**src/rtl/wb_commit_arbiter_pkg.sv**
```systemverilog
// Shared widths, types and helpers for the in-order writeback/commit arbiter.
package wb_commit_arbiter_pkg;

  localparam int unsigned WB_NUM_REQ     = 4;
  localparam int unsigned WB_TAG_WIDTH   = 4;
  localparam int unsigned WB_TIMEOUT     = 255;
  localparam int unsigned WB_CNT_WIDTH   = 8;
  localparam int unsigned REG_ADDR_WIDTH = 5;
  localparam int unsigned REG_WIDTH      = 32;
  localparam int unsigned PC_WIDTH       = 32;
  localparam int unsigned INST_WIDTH     = 32;

  typedef logic [WB_TAG_WIDTH-1:0] wb_tag_t;

  typedef struct packed {
    logic                      we;
    logic [REG_ADDR_WIDTH-1:0] addr;
    logic [REG_WIDTH-1:0]      rd;
    logic [PC_WIDTH-1:0]       pc;
    logic [INST_WIDTH-1:0]     inst;
  } wb_req_t;

  // x0 is hardwired zero, so a write to it is never a real RF write.
  function automatic logic rd_writes(input wb_req_t r);
    return r.we && (r.addr != '0);
  endfunction

endpackage

```
**src/rtl/wb_commit_arbiter_tag_match.sv**
```systemverilog
// Tag compare against next_tag and lowest-index grant; flags duplicate tag holders.
module wb_commit_arbiter_tag_match
  import wb_commit_arbiter_pkg::*;
#(
  parameter int unsigned NUM_REQ   = WB_NUM_REQ,
  parameter int unsigned TAG_WIDTH = WB_TAG_WIDTH
) (
  input  logic [NUM_REQ-1:0]           req_vld,
  input  logic [NUM_REQ*TAG_WIDTH-1:0] req_tag,
  input  logic [TAG_WIDTH-1:0]         next_tag,
  input  logic                         block,
  output logic [NUM_REQ-1:0]           grant_c,
  output logic                         dup_c
);

  logic [NUM_REQ-1:0] hit;
  logic               found;

  always_comb begin
    hit     = '0;
    grant_c = '0;
    dup_c   = 1'b0;
    found   = 1'b0;
    for (int i = 0; i < NUM_REQ; i++) begin
      hit[i] = req_vld[i] && (req_tag[i*TAG_WIDTH +: TAG_WIDTH] == next_tag);
    end
    for (int i = 0; i < NUM_REQ; i++) begin
      if (hit[i]) begin
        if (found) dup_c = 1'b1;
        else grant_c[i] = 1'b1;
        found = 1'b1;
      end
    end
    // Reset or flush suppresses the grant and the duplicate report for the cycle.
    if (block) begin
      grant_c = '0;
      dup_c   = 1'b0;
    end
  end

endmodule

```
**src/rtl/wb_commit_arbiter.sv**
```systemverilog
// Shares the RF write port and commit port among execution units, retiring in tag order.
module wb_commit_arbiter
  import wb_commit_arbiter_pkg::*;
#(
  parameter int unsigned NUM_REQ   = WB_NUM_REQ,
  parameter int unsigned TAG_WIDTH = WB_TAG_WIDTH,
  parameter int unsigned TIMEOUT   = WB_TIMEOUT
) (
  input  logic                              clk,
  input  logic                              rst,
  input  logic [NUM_REQ-1:0]                req_vld,
  output logic [NUM_REQ-1:0]                req_rdy,
  input  logic [NUM_REQ*TAG_WIDTH-1:0]      req_tag,
  input  logic [NUM_REQ-1:0]                req_rd_we,
  input  logic [NUM_REQ*REG_ADDR_WIDTH-1:0] req_rd_addr,
  input  logic [NUM_REQ*REG_WIDTH-1:0]      req_rd,
  input  logic [NUM_REQ*PC_WIDTH-1:0]       req_pc,
  input  logic [NUM_REQ*INST_WIDTH-1:0]     req_inst,
  input  logic                              flush,
  input  logic [TAG_WIDTH-1:0]              flush_tag,
  output logic                              rf_rd_we,
  output logic [REG_ADDR_WIDTH-1:0]         rf_rd_addr,
  output logic [REG_WIDTH-1:0]              rf_rd,
  output logic                              commit_vld,
  output logic [PC_WIDTH-1:0]               commit_pc,
  output logic [INST_WIDTH-1:0]             commit_inst,
  output logic [REG_WIDTH-1:0]              commit_rd,
  output logic                              commit_we,
  output logic                              wb_dup_err,
  output logic                              wb_hang_err
);

  localparam int unsigned CNT_WIDTH = WB_CNT_WIDTH;
  localparam logic [CNT_WIDTH-1:0] TIMEOUT_CNT = CNT_WIDTH'(TIMEOUT);

  logic [TAG_WIDTH-1:0] next_tag;
  logic [CNT_WIDTH-1:0] wait_cnt;
  logic [NUM_REQ-1:0]   grant_c;
  logic                 dup_c;
  logic                 xfer_c;
  wb_req_t              win_c;

  wb_commit_arbiter_tag_match #(
    .NUM_REQ   (NUM_REQ),
    .TAG_WIDTH (TAG_WIDTH)
  ) u_tag_match (
    .req_vld  (req_vld),
    .req_tag  (req_tag),
    .next_tag (next_tag),
    .block    (rst || flush),
    .grant_c  (grant_c),
    .dup_c    (dup_c)
  );

  assign req_rdy = grant_c;
  assign xfer_c  = |grant_c;

  // Grant is one-hot, so a priority select of the granted lane is a plain mux.
  always_comb begin
    win_c = '0;
    for (int i = 0; i < NUM_REQ; i++) begin
      if (grant_c[i]) begin
        win_c.we   = req_rd_we[i];
        win_c.addr = req_rd_addr[i*REG_ADDR_WIDTH +: REG_ADDR_WIDTH];
        win_c.rd   = req_rd[i*REG_WIDTH +: REG_WIDTH];
        win_c.pc   = req_pc[i*PC_WIDTH +: PC_WIDTH];
        win_c.inst = req_inst[i*INST_WIDTH +: INST_WIDTH];
      end
    end
  end

  // Retire strobes last one cycle; payload holds until the next retire.
  always_ff @(posedge clk) begin
    if (rst) begin
      rf_rd_we    <= 1'b0;
      rf_rd_addr  <= '0;
      rf_rd       <= '0;
      commit_vld  <= 1'b0;
      commit_pc   <= '0;
      commit_inst <= '0;
      commit_rd   <= '0;
      commit_we   <= 1'b0;
    end else begin
      commit_vld <= xfer_c;
      rf_rd_we   <= xfer_c && rd_writes(win_c);
      commit_we  <= xfer_c && rd_writes(win_c);
      if (xfer_c) begin
        rf_rd_addr  <= win_c.addr;
        rf_rd       <= win_c.rd;
        commit_pc   <= win_c.pc;
        commit_inst <= win_c.inst;
        commit_rd   <= win_c.rd;
      end
    end
  end

  always_ff @(posedge clk) begin
    if (rst) begin
      next_tag <= '0;
    end else if (flush) begin
      next_tag <= flush_tag;
    end else if (xfer_c) begin
      next_tag <= next_tag + TAG_WIDTH'(1);
    end
  end

  // Stall watchdog: counts cycles where something waits but nothing retires.
  always_ff @(posedge clk) begin
    if (rst || flush || xfer_c) begin
      wait_cnt <= '0;
    end else if ((|req_vld) && (wait_cnt != TIMEOUT_CNT)) begin
      wait_cnt <= wait_cnt + CNT_WIDTH'(1);
    end
  end

  always_ff @(posedge clk) begin
    if (rst) begin
      wb_dup_err  <= 1'b0;
      wb_hang_err <= 1'b0;
    end else begin
      wb_dup_err  <= wb_dup_err | dup_c;
      wb_hang_err <= wb_hang_err | (wait_cnt == TIMEOUT_CNT);
    end
  end

endmodule

```
**config.mk**
```make
export PLATFORM = sky130hd
export DESIGN_NAME = wb_commit_arbiter
export DESIGN_NICKNAME = d
export VERILOG_FILES = /design/src/rtl/wb_commit_arbiter_pkg.sv /design/src/rtl/wb_commit_arbiter_tag_match.sv /design/src/rtl/wb_commit_arbiter.sv
export SDC_FILE = /design/constraint.sdc
export NUM_CORES = 1
export LEC_CHECK = 0
export CAP_MARGIN = 25
export CELL_PAD_IN_SITES_DETAIL_PLACEMENT = 0
export CELL_PAD_IN_SITES_GLOBAL_PLACEMENT = 1
export CORE_AREA = 3 3 223 225
export CTS_BUF_LIST = sky130_fd_sc_hd__clkbuf_2
export CTS_CLUSTER_SIZE = 20
export DETAILED_ROUTE_END_ITERATION = 12
export DIE_AREA = 0 0 226 228
export GPL_ROUTABILITY_DRIVEN = 0
export PLACE_DENSITY = 0.65
export SLEW_MARGIN = 0
export SYNTH_ARGS = -nofsm -noshare
export SYNTH_HDL_FRONTEND = slang
export SYNTH_SLANG_ARGS = --single-unit
export TNS_END_PERCENT = 100
```
**constraint.sdc**
```tcl
create_clock -name clk -period 2.6 [get_ports clk]
set_input_delay 0.65 -clock clk [delete_from_list [all_inputs] [get_ports clk]]
set_output_delay 0.65 -clock clk [all_outputs]
set_load 0.005 [all_outputs]
```
==> flow_metrics.env <==
export IMPL_drc=0
export IMPL_die_x_um=226
export IMPL_syn_cell_area_sq_mm=0.006010
export IMPL_synth_area_per_cell_sq_um=9.600
export IMPL_cp_start_kind="register"
export IMPL_placed_area_sq_mm=0.01253
export IMPL_drv_cap=0
export IMPL_vias=8221
export IMPL_outcome="complete, but fails checks"
export IMPL_drive_gt1_frac=0.2370
export IMPL_endpoint_kind="primary output"
export IMPL_startpoint="next_tag[2]"
export IMPL_avgRoutedWirePerCell_um=20.62
export IMPL_worstHoldPathType="in2reg"
export IMPL_rsz0062_at_grt="yes"
export IMPL_cts_made_buffers=17
export IMPL_clock_sinks=117
export IMPL_cts_max_level=4
export IMPL_ant_nets=0
export IMPL_setup_violations=49
export IMPL_worstMarginPinSlew_ps=752.4
export IMPL_start_util=0.1259
export IMPL_vias_per_cell=4.336
export IMPL_p_total_mw=4.471
export IMPL_cts_buffer_depth=2
export IMPL_netlist_instances=626
export IMPL_power_density_mw_per_mm2=322.0
export IMPL_period_share=1.173
export IMPL_hold_viol_final=0
export IMPL_path_clk_slew_ps=190
export IMPL_slew_limit_headroom=0.4984
export IMPL_worstHoldStart="req_rd[104]"
export IMPL_violations="negative setup slack"
export IMPL_setup_tns_ps=-3824
export IMPL_grt_max_degree=57
export IMPL_layout_setup_ws_ps=-451.0
export IMPL_final_area_sq_mm=0.01388
export IMPL_ir_worst_vdd_mv=0.1902
export IMPL_die_y_um=228
export IMPL_synth_nets=1063
export IMPL_slew_violations=0
export IMPL_grt_pass1_wl_um=53070
export IMPL_place_hpwl_um=29290
export IMPL_yosysTopAreaCellShare=0.3898
export IMPL_cts_tree="done"
export IMPL_syn_to_final_growth_pct=131.0
export IMPL_synth_seq_cells=117
export IMPL_final_cells=1896
export IMPL_wl_um=39100
export IMPL_synth_warnings=0
export IMPL_hold_slack_ps=317.1
export IMPL_reg2reg_from="next_tag[0]"
export IMPL_num_rows=80
export IMPL_max_freq_mhz=327.8
export IMPL_drt_iter0_drc=735
export IMPL_track_usage=0.1410
export IMPL_clockRootBuffer="clkbuf_2"
export IMPL_worstPathArrival_ps=2400
export IMPL_antenna_found_initial=6
export IMPL_fin_nets=1698
export IMPL_clock_skew_final_ps=33.03
export IMPL_yosysSeqAreaShare=0.3898
export IMPL_final_common_cell="clkdlybuf4s50_1"
export IMPL_io_buffers=576
export IMPL_grt_pass1_vias=8583
export IMPL_worstPathRequired_ps=1950
export IMPL_grt_overflow=0
export IMPL_layout_common_cells="clkdlybuf4s50_1 (434), dlygate4sd2_1 (110), a221o_1 (98)"
export IMPL_path_class="reg2out"
export IMPL_ys_types=40
export IMPL_core_area_sq_mm=0.04775
export IMPL_synth_area_top_cells="dfxtp_1 (39%), a221o_1 (16%), a222oi_1 (16%), inv_1 (6.1%), buf_4 (4.2%)"
export IMPL_period_needed_ps=3051
export IMPL_num_io_pins=577
export IMPL_critical_path_max_fanout=5
export IMPL_p_leak_nw=6.525
export IMPL_dp_cells=1773
export IMPL_synth_top_cell_by_area="dfxtp_1"
export IMPL_die_area_sq_mm=0.05153
export IMPL_clk_latency_ps=920
export IMPL_drt_pass1_iterations=10
sequential cells by signal, indices dropped and copies added, names as in the netlist:
| register | cells |
|---|---|
| wb_hang_err | 1 |
| commit_we | 1 |
| next_tag | 4 |
| commit_inst | 32 |
| rf_rd_addr | 5 |
| wb_dup_err | 1 |
| commit_vld | 1 |
| commit_pc | 32 |
| wait_cnt | 8 |
| commit_rd | 32 |
logic make-up (layout without fill, tap and decap cells):
| group | count (synthesis) | in the layout | synth area share |
|---|---|---|---|
| compound gates | 221 | 221 | 0.3560 |
| xor+xnor | 25 | 25 | 0.03644 |
| fa+ha+maj | 3 | 3 | 0.005829 |
| buf+inv | 192 | 840 | 0.1491 |
| flops | 117 | 117 | 0.3898 |
| mux | 6 | 6 | 0.01020 |
| other cells | 0 | 7 | 0 |
| simple gates | 62 | 62 | 0.05268 |
through the flow:
| stage | worst slack (ps) | util |
|---|---|---|
| global placement | -854.1 | 0.2624 |
| floorplan | -40.17 | - |
| detailed placement | -868.8 | 0.2624 |
| CTS | -720.7 | 0.2818 |
| global route | -752.1 | 0.2907 |
| finish | -451.0 | 0.2908 |
final timing paths:
check / to / slack (ps) / cells past startpoint
setup / recovery: req_rdy[3] / -450 / 6
hold / removal: commit_rd[8] / 320 / 2
setup reg to reg: commit_pc[10] / -150 / 14
hold reg to reg: rf_rd_addr[3] / 470 / 1
routing by layer:
layer  track usage  share of wire  vias to the layer above
met4       0.07845          0.041                        0
met2        0.2469           0.50                      505
li1              -              -                     3749
met5             0              0                        -
met3       0.04448          0.092                       69
met1        0.1492           0.37                     3898
layout make-up:
type,count,area [sq um]
well taps,615,769.5
flip-flops and latches,117,2482
repair buffers,711,7029
clock buffers,20,100.1
diodes,7,17.52
fillers,5018,33860
multi-input cells,317,3009
inverters,97,364.1
clock inverters,12,112.6
critical path: stages, from the launching register on:
cell and delay, ps:
dfxtp_4 430, buf_6 110, xor2_2 160, nor3_2 80, and3_2 240, nor4_4 300, buf_2 180
power breakdown:
part | switching, mW | total [mW] | internal (mW)
Combinational | 0.419 | 1.32 | 0.900
Sequential | 0.0569 | 1.94 | 1.88
Clock | 0.778 | 1.22 | 0.437
Yosys cell counts:
cell	count
clkbuf_1	25
xnor2_1	12
a31oi_1	4
and2_1	1
buf_2	32
o21ai_0	1
a221o_1	98
inv_1	97
mux2_2	1
a21oi_1	7
o2bb2ai_2	1
o2bb2a_1	1
nand3_1	5
nor3_2	2
a222oi_1	95
ha_1	2
maj3_1	1
nand2_1	13
or3_1	1
a21o_1	5
nor4_2	1
and3_1	2
mux2i_1	5
xor2_1	13
buf_1	3
dfxtp_1	117
buf_4	34
o41a_1	1
o2bb2ai_1	2
nor2_2	1
a221oi_1	5
buf_6	1
nor3_4	1
o31ai_1	1
nor2_1	20
nor2b_1	1
nor4_1	1
nor3_1	5
nand4_1	5
or2_2	3
repair_timing:
item,4_1_cts,5_1_grt
endpoints found under the hold margin,7,0
setup endpoints to repair,159,92
hold buffers,7,0
gates cloned,4,5
pin swaps,56,74
setup buffers,53,22
resized for setup,335,55
Note: power is estimated with default switching activity, not from simulation.
